[src/rtl/debug_dump_tx_pkg.sv]
// Shared debug definitions: dump FSM states, frame header and the byte layout of a dump frame.
package debug_dump_tx_pkg;

  typedef enum logic [2:0] {
    IDLE  = 3'd0,
    FETCH = 3'd1,
    SEND  = 3'd2,
    WAIT  = 3'd3,
    DONE  = 3'd4
  } state_t;

  typedef enum int {
    F_PC, F_REGS, F_IF_ID, F_ID_EX, F_EX_MEM, F_MEM_WB, F_MEM, F_CSUM
  } field_t;

  localparam logic [7:0] HEADER = 8'hA5;

  function automatic int bytes_of(input int bits);
    return (bits + 7) / 8;
  endfunction

  // Byte offset of a field in the frame; fields follow the header in enum order.
  function automatic int field_off(input field_t f, input int size, input int nreg,
                                   input int msize, input int ifid, input int idex,
                                   input int exmem, input int memwb);
    int off;
    off = 1;
    if (f > F_PC)     off += bytes_of(size);
    if (f > F_REGS)   off += nreg * bytes_of(size);
    if (f > F_IF_ID)  off += bytes_of(ifid);
    if (f > F_ID_EX)  off += bytes_of(idex);
    if (f > F_EX_MEM) off += bytes_of(exmem);
    if (f > F_MEM_WB) off += bytes_of(memwb);
    if (f > F_MEM)    off += msize * bytes_of(size);
    return off;
  endfunction

  localparam int DEF_FRAME_LEN = field_off(F_CSUM, 32, 32, 64, 64, 129, 78, 72) + 1;

endpackage

[src/rtl/debug_dump_tx_byte_sel.sv]
// Maps a frame byte index to the outgoing byte; also flags the first byte of each memory word.
module dump_byte_sel
  import debug_dump_tx_pkg::*;
#(
  parameter int SIZE          = 32,
  parameter int NUM_REGISTERS = 32,
  parameter int MEM_SIZE      = 64,
  parameter int IF_ID_SIZE    = 64,
  parameter int ID_EX_SIZE    = 129,
  parameter int EX_MEM_SIZE   = 78,
  parameter int MEM_WB_SIZE   = 72,
  parameter int CW            = 9
) (
  input  logic [CW-1:0]               idx,
  input  logic [SIZE-1:0]             pc,
  input  logic [NUM_REGISTERS*SIZE-1:0] registers,
  input  logic [IF_ID_SIZE-1:0]       if_id,
  input  logic [ID_EX_SIZE-1:0]       id_ex,
  input  logic [EX_MEM_SIZE-1:0]      ex_mem,
  input  logic [MEM_WB_SIZE-1:0]      mem_wb,
  input  logic [SIZE-1:0]             mem_hold,
  input  logic [7:0]                  csum,
  output logic [7:0]                  tx_byte,
  output logic                        mem_first,
  output logic [$clog2(MEM_SIZE)-1:0] mem_word
);

  localparam int AW = $clog2(MEM_SIZE);
  localparam int WB = bytes_of(SIZE);
  localparam int PC_OFF     = field_off(F_PC, SIZE, NUM_REGISTERS, MEM_SIZE, IF_ID_SIZE, ID_EX_SIZE, EX_MEM_SIZE, MEM_WB_SIZE);
  localparam int REG_OFF    = field_off(F_REGS, SIZE, NUM_REGISTERS, MEM_SIZE, IF_ID_SIZE, ID_EX_SIZE, EX_MEM_SIZE, MEM_WB_SIZE);
  localparam int IF_ID_OFF  = field_off(F_IF_ID, SIZE, NUM_REGISTERS, MEM_SIZE, IF_ID_SIZE, ID_EX_SIZE, EX_MEM_SIZE, MEM_WB_SIZE);
  localparam int ID_EX_OFF  = field_off(F_ID_EX, SIZE, NUM_REGISTERS, MEM_SIZE, IF_ID_SIZE, ID_EX_SIZE, EX_MEM_SIZE, MEM_WB_SIZE);
  localparam int EX_MEM_OFF = field_off(F_EX_MEM, SIZE, NUM_REGISTERS, MEM_SIZE, IF_ID_SIZE, ID_EX_SIZE, EX_MEM_SIZE, MEM_WB_SIZE);
  localparam int MEM_WB_OFF = field_off(F_MEM_WB, SIZE, NUM_REGISTERS, MEM_SIZE, IF_ID_SIZE, ID_EX_SIZE, EX_MEM_SIZE, MEM_WB_SIZE);
  localparam int MEM_OFF    = field_off(F_MEM, SIZE, NUM_REGISTERS, MEM_SIZE, IF_ID_SIZE, ID_EX_SIZE, EX_MEM_SIZE, MEM_WB_SIZE);
  localparam int CSUM_OFF   = field_off(F_CSUM, SIZE, NUM_REGISTERS, MEM_SIZE, IF_ID_SIZE, ID_EX_SIZE, EX_MEM_SIZE, MEM_WB_SIZE);

  int i;
  int b;

  // Shifting the narrow field right and truncating to 8 bits zero-fills a field's last byte.
  always_comb begin
    i         = int'(idx);
    b         = 0;
    tx_byte   = 8'h00;
    mem_first = 1'b0;
    mem_word  = '0;
    if (i == 0) begin
      tx_byte = HEADER;
    end else if (i < REG_OFF) begin
      tx_byte = 8'(pc >> (8 * (i - PC_OFF)));
    end else if (i < IF_ID_OFF) begin
      b       = i - REG_OFF;
      tx_byte = 8'(SIZE'(registers >> (SIZE * (b / WB))) >> (8 * (b % WB)));
    end else if (i < ID_EX_OFF) begin
      tx_byte = 8'(if_id >> (8 * (i - IF_ID_OFF)));
    end else if (i < EX_MEM_OFF) begin
      tx_byte = 8'(id_ex >> (8 * (i - ID_EX_OFF)));
    end else if (i < MEM_WB_OFF) begin
      tx_byte = 8'(ex_mem >> (8 * (i - EX_MEM_OFF)));
    end else if (i < MEM_OFF) begin
      tx_byte = 8'(mem_wb >> (8 * (i - MEM_WB_OFF)));
    end else if (i < CSUM_OFF) begin
      b         = i - MEM_OFF;
      tx_byte   = 8'(mem_hold >> (8 * (b % WB)));
      mem_first = (b % WB) == 0;
      mem_word  = AW'(b / WB);
    end else begin
      tx_byte = csum;
    end
  end

endmodule

[src/rtl/debug_dump_tx.sv]
// Streams one debug dump frame (header, PC, registers, pipeline latches, data memory, checksum)
// to a byte UART, one byte per i_tx_done handshake.
module debug_dump_tx
  import debug_dump_tx_pkg::*;
#(
  parameter int SIZE          = 32,
  parameter int NUM_REGISTERS = 32,
  parameter int MEM_SIZE      = 64,
  parameter int IF_ID_SIZE    = 64,
  parameter int ID_EX_SIZE    = 129,
  parameter int EX_MEM_SIZE   = 78,
  parameter int MEM_WB_SIZE   = 72
) (
  input  logic                          i_clk,
  input  logic                          i_rst_n,
  input  logic                          i_start,
  input  logic [SIZE-1:0]               i_pc,
  input  logic [NUM_REGISTERS*SIZE-1:0] i_registers,
  input  logic [IF_ID_SIZE-1:0]         i_if_id,
  input  logic [ID_EX_SIZE-1:0]         i_id_ex,
  input  logic [EX_MEM_SIZE-1:0]        i_ex_mem,
  input  logic [MEM_WB_SIZE-1:0]        i_mem_wb,
  output logic [$clog2(MEM_SIZE)-1:0]   o_mem_addr,
  input  logic [SIZE-1:0]               i_mem_data,
  output logic [7:0]                    o_tx_data,
  output logic                          o_tx_start,
  input  logic                          i_tx_done,
  output logic                          o_busy,
  output logic                          o_done
);

  localparam int FRAME_LEN = field_off(F_CSUM, SIZE, NUM_REGISTERS, MEM_SIZE, IF_ID_SIZE,
                                       ID_EX_SIZE, EX_MEM_SIZE, MEM_WB_SIZE) + 1;
  localparam int CW = $clog2(FRAME_LEN + 1);
  localparam int AW = $clog2(MEM_SIZE);
  localparam logic [CW-1:0] LAST_IDX = CW'(FRAME_LEN - 1);
  localparam logic [CW-1:0] END_IDX  = CW'(FRAME_LEN);

  state_t          state_q, state_d;
  logic [CW-1:0]   cnt_q;
  logic [7:0]      csum_q;
  logic [7:0]      sel_byte;
  logic [SIZE-1:0] hold_q;
  logic [AW-1:0]   mem_addr_q;
  logic [AW-1:0]   mem_word;
  logic            fetch_ph_q;
  logic            mem_first;

  dump_byte_sel #(
    .SIZE(SIZE), .NUM_REGISTERS(NUM_REGISTERS), .MEM_SIZE(MEM_SIZE),
    .IF_ID_SIZE(IF_ID_SIZE), .ID_EX_SIZE(ID_EX_SIZE), .EX_MEM_SIZE(EX_MEM_SIZE),
    .MEM_WB_SIZE(MEM_WB_SIZE), .CW(CW)
  ) u_sel (
    .idx(cnt_q), .pc(i_pc), .registers(i_registers), .if_id(i_if_id), .id_ex(i_id_ex),
    .ex_mem(i_ex_mem), .mem_wb(i_mem_wb), .mem_hold(hold_q), .csum(csum_q),
    .tx_byte(sel_byte), .mem_first(mem_first), .mem_word(mem_word)
  );

  // In WAIT the counter already points at the next byte, so the decode drives the branch.
  always_comb begin
    state_d = state_q;
    case (state_q)
      IDLE:  if (i_start) state_d = SEND;
      SEND:  state_d = WAIT;
      WAIT: begin
        if (i_tx_done) begin
          if (cnt_q == END_IDX) state_d = DONE;
          else if (mem_first)   state_d = FETCH;
          else                  state_d = SEND;
        end
      end
      FETCH: if (fetch_ph_q) state_d = SEND;
      DONE:  state_d = IDLE;
      default: state_d = IDLE;
    endcase
  end

  always_ff @(posedge i_clk or negedge i_rst_n) begin
    if (!i_rst_n) begin
      state_q    <= IDLE;
      cnt_q      <= '0;
      csum_q     <= '0;
      hold_q     <= '0;
      mem_addr_q <= '0;
      fetch_ph_q <= 1'b0;
    end else begin
      state_q <= state_d;
      case (state_q)
        IDLE: begin
          if (i_start) begin
            cnt_q  <= '0;
            csum_q <= '0;
          end
        end
        SEND: begin
          cnt_q <= cnt_q + 1'b1;
          if (cnt_q != '0 && cnt_q != LAST_IDX) csum_q <= csum_q ^ sel_byte;
        end
        WAIT: begin
          if (state_d == FETCH) begin
            mem_addr_q <= mem_word;
            fetch_ph_q <= 1'b0;
          end
        end
        // First FETCH cycle covers the memory's one-cycle read latency.
        FETCH: begin
          fetch_ph_q <= 1'b1;
          if (fetch_ph_q) hold_q <= i_mem_data;
        end
        default: ;
      endcase
    end
  end

  assign o_mem_addr = mem_addr_q;
  assign o_tx_start = (state_q == SEND);
  assign o_tx_data  = (state_q == SEND) ? sel_byte : 8'h00;
  assign o_busy     = (state_q != IDLE);
  assign o_done     = (state_q == DONE);

endmodule

[config.mk]
export PLATFORM = sky130hd
export DESIGN_NAME = debug_dump_tx
export DESIGN_NICKNAME = d
export VERILOG_FILES = /design/src/rtl/debug_dump_tx_pkg.sv /design/src/rtl/debug_dump_tx_byte_sel.sv /design/src/rtl/debug_dump_tx.sv
export SDC_FILE = /design/constraint.sdc
export NUM_CORES = 1
export LEC_CHECK = 0
export ABC_CLOCK_PERIOD_IN_PS = 8800
export CORE_AREA = 3 3 561 563
export DETAILED_ROUTE_END_ITERATION = 7
export DIE_AREA = 0 0 564 566
export SLEW_MARGIN = 0
export SYNTH_ARGS = -nofsm -noshare
export SYNTH_HDL_FRONTEND = slang
export SYNTH_SLANG_ARGS = --single-unit
[constraint.sdc]
create_clock -name i_clk -period 8.8 [get_ports i_clk]
set_clock_uncertainty 0.1 [all_clocks]
set_input_delay 0.88 -clock i_clk [delete_from_list [all_inputs] [get_ports i_clk]]
set_output_delay 0.88 -clock i_clk [all_outputs]
set_load 0.005 [all_outputs]
# Word-level counts from Yosys, hierarchy flattened
# Cells that the tools add are included.
dict set report totals {
  output_inout_bits 17
  reg_bits 59
}
dict set report classes {
  mux 38
  addsub 10
  n_bitwise 3
  n_reduce_logical 15
  order_cmp 7
  eq_ne 10
  n_shift 8
}
# op count
set ops {}
lappend ops {{$shr 1024x32->32} 1}
lappend ops {{$shr 129x32->8} 1}
lappend ops {{$shr 32x32->8} 3}
lappend ops {{$mux 8} 11}
lappend ops {{$shr 78x32->8} 1}
lappend ops {{$shr 72x32->8} 1}
lappend ops {{$shr 64x32->8} 1}
lappend ops {{$sub 9x8->10 const B} 5}
lappend ops {{$mux 6} 8}
lappend ops {{$lt 9x8->1 const B} 5}
lappend ops {{$logic_not 32->1} 1}
lappend ops {{$add 27x1->27} 1}
lappend ops {{$pmux 9 s2} 1}
lappend ops {{$pmux 8 s2} 1}
lappend ops {{$mux 3} 4}
lappend ops {{$pmux 3 s4} 1}
lappend ops {{$sub 9x1->10 const B} 1}
lappend ops {{$sub 9x3->10 const B} 1}
lappend ops {{$add 9x1->9 const B} 1}
lappend ops {{$eq 9x9->1 const B} 1}
lappend ops {{$logic_not 9->1} 1}
lappend ops {{$lt 9x3->1 const B} 1}
lappend ops {{$lt 9x9->1 const B} 1}
lappend ops {{$mux 1} 9}
lappend ops {{20 further kinds} 29}

# Depth between registers and ports, before layout
# Gate-level depths: netlist (run 1).
dict set report logic_depth {
  word_depth 19
  depth_mapped 24
  mapped_depth_nobuf 20
}

# By module
# A second synthesis (run 1) with hierarchy kept.
dict set report unflattened {
  cells_unflattened 1483
  area_unflattened_um2 16341.9
}
# module area_each_um2 cells_each instances
set by_module_without_submodules {}
lappend by_module_without_submodules {dump_byte_sel 13544.2 1245 1}
lappend by_module_without_submodules {debug_dump_tx 2797.7 238 1}

# Worst setup path before layout (run 1)
# Ideal clock, no wire load.
dict set report synth_path {
  path_kind {flip-flop to output port}
  start {register cnt_q[1]}
  end {output o_tx_data[4]}
  arrival_ns 5.910
  path_buffers 7
  path_stages_with_launch 24
  slack_ns 1.910
  path_cell_list {dfrtp_1 -> clkbuf_1 -> buf_1 -> clkinv_1 -> ha_1 -> a21o_1 -> a2111oi_0 -> and2_1 -> clkbuf_1 -> nor2b_1 -> ha_1 -> ha_1 -> clkbuf_1 -> inv_1 -> a221oi_4 -> xnor2_2 -> buf_6 -> buf_2 -> clkbuf_1 -> mux2i_1 -> o22ai_1 -> nor4_2 -> nor2_1 -> nor3_1}
}
dict set report synth_via {
  elab_chain_cells 13
  elab_cells_between_ends 37
}
# element line
set synth_rtl {}
lappend synth_rtl {{start: declaration} debug_dump_tx.sv:40} ;# logic [CW-1:0] cnt_q;
lappend synth_rtl {{start signal: assignment} debug_dump_tx.sv:96} ;# cnt_q <= cnt_q + 1'b1;
lappend synth_rtl {{branches (longest 11 deep; another with $add 27x1->27)} --}
lappend synth_rtl {{$mux 8 (*)} debug_dump_tx_byte_sel.sv:49} ;# if (i == 0) begin
lappend synth_rtl {{$mux 8 (*)} debug_dump_tx.sv:117} ;# assign o_tx_data = (state_q == SEND) ? sel_byte : 8'h00;
lappend synth_rtl {{end: declaration} debug_dump_tx.sv:25} ;# output logic [7:0] o_tx_data,
# Mark *: on every way between the ends.

# Worst setup path in the final report (run 1)
dict set report layout_path {
  start {register cnt_q[1]}
  end {output o_tx_data[2]}
}
# The elaborated chain is that of the path after synthesis.

==> results.sh, run 1 <==
export IMPL_status="finished, final reports clean"
export IMPL_vias_per_cell=3.11
export IMPL_arrival_ns=7.42
export IMPL_synth_commonest_cells="360 x mux4_2, 194 x nand2_1, 105 x mux2i_1"
export IMPL_num_io_pins=1452
export IMPL_yosysWarningCount=0
export IMPL_final_cell_area_mm2=0.0366
export IMPL_path_cells="clkinv_1 > ha_1 > a21o_1 > a2111oi_0 > and2_1 > nor2b_1 > ha_4 > ha_4 > inv_1 > a221oi_4 > buf_4 > xnor2_2 > buf_4 > nand2_1 > a32oi_1 > nand4_1 > nand3_1 > a21oi_1 > nor2_2 > buf_12"
export IMPL_cts_max_level=3
export IMPL_drive_gt1_share_pct=20.4
export IMPL_place_area_mm2=0.0360
export IMPL_maxCapViolCount=0
export IMPL_cp_end_kind="primary output"
export IMPL_fin_nets=4296
export IMPL_cpMaxStageDelayCell="a2111oi_0"
export IMPL_ant_nets=0
export IMPL_async_reset_ff_share_pct=100
export IMPL_ys_ff_latch=59
export IMPL_dp_slack_ns=-0.254
export IMPL_grt_max_degree=69
export IMPL_cts_buffers=9
export IMPL_fmax_ghz=0.119
export IMPL_grt_pass1_vias=23200
export IMPL_cp_required_ns=7.82
export IMPL_rr_worst_depth=19
export IMPL_netlist_instances=1422
export IMPL_num_rows=204
export IMPL_place_inst=6946
export IMPL_whs_ns=0.374
export IMPL_cts_setup_buffers=0
export IMPL_cts_buffer_depth=2
export IMPL_tightest_slew_ns=1.31
export IMPL_critPathTopFamily="simple AND/OR/NAND/NOR gates"
export IMPL_synth_area_leaders="mux4_2 51%, dfrtp_1 9.3%, mux2i_1 6.6%"
export IMPL_area_growth_pct=131
export IMPL_slew_headroom_pct=11.5
export IMPL_min_period_ns=8.40
export IMPL_cts_tree="done"
export IMPL_firstDrtPassIters=5
export IMPL_min_path_cells=2
export IMPL_start_util_pct=5.13
export IMPL_wirelength_um=238000
export IMPL_clk_pin_slew_worst_paths_ns=0.05
export IMPL_slowest_delay_ns=0.67
export IMPL_yosys_most_used_dff="dfrtp_1"
export IMPL_clock_sinks=59
export IMPL_wl_per_cell_um=33.8
export IMPL_vias=21900
export IMPL_grt_ovfl_total=0
export IMPL_startpoint_type="flop"
export IMPL_yosysTopAreaCellShare_pct=51.1
export IMPL_core_area_mm2=0.309
export IMPL_finalNonFillerCells=7033
export IMPL_die_width_um=564
export IMPL_finalCritPeriodShare_pct=95.4
export IMPL_clockRootBuffer="clkbuf_16"
export IMPL_dieArea_mm2=0.319
export IMPL_worstPathMaxFanout=31
export IMPL_portBuffers=1451
export IMPL_slew_viol_final=0
export IMPL_synth_most_common_cell="mux4_2"
export IMPL_synth_net_count=2881
export IMPL_chipHeight_um=566
export IMPL_synth_cell_types=78
export IMPL_yosysSeqAreaShare_pct=9.31
export IMPL_cp_depth=20
export IMPL_clock_latency_ns=0.35
export IMPL_finalSetupViolCount=0
export IMPL_synth_edf_count=0
export IMPL_drc=0
export IMPL_synth_area_leader_cell="mux4_2"
export IMPL_rsz0062_at_grt="false"
export IMPL_critPathBufInv=5
export IMPL_worstSetupPathType="flop to primary output"
export IMPL_hold_class="flop to flop"
export IMPL_hpwlAfterDp_um=219000
export IMPL_grt_first_pass_wirelength_um=287000
export IMPL_initialDrtViolationCount=1433
export IMPL_ctsHoldBuffers=0
export IMPL_syn_area_per_cell_um2=11.2
export IMPL_hold_violations=0
export IMPL_worst_slack_ns=0.404
export IMPL_grtUsageTotal_pct=14.2
export IMPL_place_gp_congestion=0.970
export IMPL_antenna_found_initial=209
export IMPL_synth_area_mm2=0.0159
==> worst reg2reg max path: cells and delay by family (launching register included) <==
family	cells	cell delay, ns
AND/OR/NAND/NOR	6	1.45
adder cells (fa/ha/maj)	2	0.49
multiplexers	1	0.25
AO/OA/AOI/OAI	6	2.79
XOR/XNOR	1	0.37
flip-flops	1	0.64
buffers and inverters	3	0.80
==> cells by family after synthesis <==
family                   Yosys count  synth area share [%]
AO/OA/AOI/OAI                    209                  9.01
XOR/XNOR                          23                  1.49
adder cells (fa/ha/maj)           25                  1.96
buffers and inverters            158                  4.14
flip-flops                        59                  9.31
multiplexers                     511                  61.0
AND/OR/NAND/NOR                  437                  13.1
==> metrics by stage <==
stage / TNS, ns / util [%]
2_1_floorplan: 0 / -
3_3_place_gp: -0.484 / 11.6
3_5_place_dp: -0.342 / 11.7
4_1_cts: 0 / 11.8
5_1_grt: 0 / 11.8
6_report: 0 / 11.8
==> cell type report <==
type                    count  area (um^2)
fillers                 35300       273000
repair buffers           1546        15400
multi-input cells        1205        14000
well taps                4120         5150
flip-flops and latches     59         1480
clock buffers              11          253
diodes                     73          183
inverters                  16         60.1
clock inverters             3         15.0
==> cells in the final DEF (no fill, tap or decap), types with 7 or more instances in the layout <==
cell,count
clkdlybuf4s50_1,1442
mux4_2,360
nand2_1,193
mux2i_1,104
nand3_1,88
buf_4,86
diode_2,73
dfrtp_1,57
o21ai_0,44
a21oi_1,43
mux2_2,42
nor2_1,32
nor3_1,27
a31oi_1,21
ha_1,21
buf_12,17
nand4_1,14
xnor2_1,11
inv_1,10
a32oi_1,10
nor4_1,10
clkbuf_16,9
nand2b_1,8
o22ai_1,7
and2_1,7
a22oi_1,7
a22o_1,7
==> path summary, 6_finish.rpt <==
check,to,startpoint,slack [ns]
worst max-delay path,o_tx_data[2],cnt_q[1],0.40
worst min-delay path,o_mem_addr[1],o_mem_addr[1],0.37
worst min register to register,o_mem_addr[1],o_mem_addr[1],0.37
worst max register to register,csum_q[5],cnt_q[1],1.79
max in group asynchronous,cnt_q[0],i_rst_n,7.33
min in group asynchronous,o_mem_addr[5],i_rst_n,0.61
==> timing repair <==
action / CTS / global route
gates cloned: 0 / 0
pin swaps: 0 / 0
gates resized for setup: 11 / 6
setup endpoints to repair: 6 / 6
==> registers in the layout (all words and copies together) (netlist names) <==
register	cells
hold_q	32
cnt_q	9
csum_q	8
o_mem_addr	6
state_q	3
fetch_ph_q	1
==> metal layers <==
layer  track usage [%]  up-vias  wire length (um)
met1              16.2    10900             90600
li1                  -     8900                 -
met2              25.3     1517            118000
met3              3.47      425             17600
met4              5.15      100             11200
met5                 0        -               677
Power of run 1 is not shown: default switching activity piles up to over one toggle a cycle in this logic, so the estimate is an artifact.
==> run 2, diff against run 1 <==
--- a/config.mk
+++ b/config.mk
@@ -5,10 +5,10 @@
 export SDC_FILE = /design/constraint.sdc
 export NUM_CORES = 1
 export LEC_CHECK = 0
-export ABC_CLOCK_PERIOD_IN_PS = 8800
-export CORE_AREA = 3 3 561 563
+export ABC_CLOCK_PERIOD_IN_PS = 9900
+export CORE_AREA = 3 3 569 571
 export DETAILED_ROUTE_END_ITERATION = 7
-export DIE_AREA = 0 0 564 566
+export DIE_AREA = 0 0 572 574
 export SLEW_MARGIN = 0
 export SYNTH_ARGS = -nofsm -noshare
 export SYNTH_HDL_FRONTEND = slang
==> constraint.sdc (replaced) <==
create_clock -name i_clk -period 9.9 [get_ports i_clk]
set_clock_uncertainty 0.1 [all_clocks]
set_input_delay 0.99 -clock i_clk [delete_from_list [all_inputs] [get_ports i_clk]]
set_output_delay 0.99 -clock i_clk [all_outputs]
set_load 0.005 [all_outputs]
==> run 2 against run 1 <==
- final cell count increased by 1.0%
- worst setup slack improved by 0.39 ns
- critical endpoint is now o_tx_data[4]
- global-route usage up 0.69 points
- wire length grew 7.5%
- register-to-register slack improved by 0.56 ns
- design area fell by 0.45%
- core utilization fell by 0.39 points
- critical path depth shrank 2
- first-iteration DRC count increased by 5.5%
- clock-buffer cell count unchanged
==> results.sh, run 2 (synthesized netlist as in run 1, its figures left out) <==
export IMPL_initialDrtViolationCount=1512
export IMPL_multi_input_area_mm2=0.0139
export IMPL_cp_required_ns=8.81
export IMPL_fmax_ghz=0.110
export IMPL_place_area_mm2=0.0359
export IMPL_finalSetupViolCount=0
export IMPL_start_util_pct=4.98
export IMPL_most_common_layout_cells="1,443 x clkdlybuf4s50_1, 360 x mux4_2, 193 x nand2_1, 105 x mux2i_1, 90 x nand3_1"
export IMPL_clk_pin_slew_worst_paths_ns=0.06
export IMPL_maxCapViolCount=0
export IMPL_vias_per_cell=3.12
export IMPL_rsz0062_at_grt="false"
export IMPL_hpwlAfterDp_um=235000
export IMPL_hold_violations=0
export IMPL_portBuffers=1451
export IMPL_ant_nets=0
export IMPL_finalCritPeriodShare_pct=92.0
export IMPL_nFillCells=36300
export IMPL_cts_repair_resized=0
export IMPL_arrival_ns=8.01
export IMPL_clock_latency_ns=0.36
export IMPL_rr_worst_depth=18
export IMPL_cts_buffers=9
export IMPL_drc=0
export IMPL_crit_start="cnt_q[2]"
export IMPL_grt_pass1_vias=23300
export IMPL_slew_viol_final=0
export IMPL_min_period_ns=9.10
export IMPL_fin_nets=4274
export IMPL_cts_setup_buffers=0
export IMPL_startpoint_type="flop"
export IMPL_clock_sinks=59
export IMPL_firstDrtPassIters=5
export IMPL_final_cell_area_mm2=0.0364
export IMPL_grt_ovfl_total=0
export IMPL_tightest_slew_ns=1.30
export IMPL_r2r_end="csum_q[2]"
export IMPL_top_regs="hold_q x32, cnt_q x9, csum_q x8"
export IMPL_vias=22200
export IMPL_cp_end_kind="primary output"
export IMPL_hold_class="flop to flop"
export IMPL_core_area_mm2=0.318
export IMPL_largest_register="hold_q"
export IMPL_seq_area_mm2=0.00148
export IMPL_finalNonFillerCells=7104
export IMPL_cts_tree="done"
export IMPL_slew_headroom_pct=12.4
export IMPL_grt_first_pass_wirelength_um=305000
export IMPL_antenna_found_initial=261
export IMPL_mostFrequentLayoutCell="clkdlybuf4s50_1"
export IMPL_worstReg2RegStart="cnt_q[2]"
export IMPL_wirelength_um=256000
export IMPL_ctsHoldBuffers=0
export IMPL_wl_per_cell_um=36.0
export IMPL_drive_gt1_share_pct=19.1
export IMPL_cts_max_level=3
export IMPL_cp_endpoint="o_tx_data[4]"
export IMPL_chipHeight_um=574
export IMPL_die_width_um=572
export IMPL_worstSetupPathType="flop to primary output"
export IMPL_status="finished, final reports clean"
export IMPL_num_io_pins=1452
export IMPL_cts_buffer_depth=2
export IMPL_rrSetupSlack_ns=2.35
export IMPL_place_gp_congestion=0.998
export IMPL_largest_reg_flops=32
export IMPL_fin_tns_setup_ns=0
export IMPL_num_rows=207
export IMPL_worstPathMaxFanout=49
export IMPL_grtUsageTotal_pct=14.8
export IMPL_grt_max_degree=62
export IMPL_dieArea_mm2=0.328
export IMPL_area_growth_pct=130
export IMPL_clockRootBuffer="clkbuf_16"
export IMPL_place_inst=6984
## run 2: cell count changes in the layout (fill, tap and decap cells not counted), sizes merged
cell           delta
buf              -23
bufinv            +2
clkdlybuf4s50     +1
clkinv            -1
clkinvlp          +1
diode            +31
## run 2: area by class of cell
class                   count  share of cell area (%)
clock buffers              11                   0.639
clock inverters             5                   0.213
multi-input cells        1205                    38.1
diodes                    104                   0.714
inverters                  16                   0.165
flip-flops and latches     59                    4.07
well taps                4180                    14.4
repair buffers           1524                    41.8
## run 2: worst max-delay path, stage by stage (launching register included)
cell,delay [ns]
dfrtp_1,0.65
ha_1,0.38
a21o_1,0.25
a2111oi_0,0.69
and2_1,0.40
nor2b_1,0.40
ha_4,0.22
ha_4,0.19
inv_1,0.12
a221oi_4,0.63
xnor2_4,0.46
buf_12,0.39
nand2_1,0.09
a31oi_1,0.44
nand4_1,0.22
nor4_2,1.00
nor2_1,0.12
nor3_1,0.59
buf_4,0.26
## run 2: worst min path at each step
stage	to	slack [ns]	cells past startpoint	startpoint
2_1_floorplan	o_mem_addr[0]	0.36	2	o_mem_addr[0]
3_3_place_gp	o_mem_addr[1]	0.37	2	o_mem_addr[1]
3_5_place_dp	o_mem_addr[0]	0.37	2	o_mem_addr[0]
4_1_cts	o_mem_addr[0]	0.38	2	o_mem_addr[0]
5_1_grt	o_mem_addr[0]	0.41	2	o_mem_addr[0]
6_report	o_mem_addr[0]	0.37	2	o_mem_addr[0]
## run 2: through the flow
| step | utilization [%] | hold slack, ns | worst slack, ns |
|---|---|---|---|
| finish | 11.4 | 0.374 | 0.796 |
| global route | 11.4 | 0.408 | 0.247 |
| CTS | 11.4 | 0.382 | 0.584 |
| detailed placement | 11.3 | 0.370 | 1.01 |
| global placement | 11.3 | 0.370 | 1.06 |
| floorplan | - | 0.363 | 2.90 |
## run 2: layer usage
layer	vias to the layer above	part of all wire (%)	GRT usage [%]
met1	11200	37	16.3
met2	1528	50	26.6
li1	8895	-	-
met3	470	8.5	4.48
met4	92	4.6	5.47
met5	-	0.24	0
Power of run 2 is left out for the same reason.
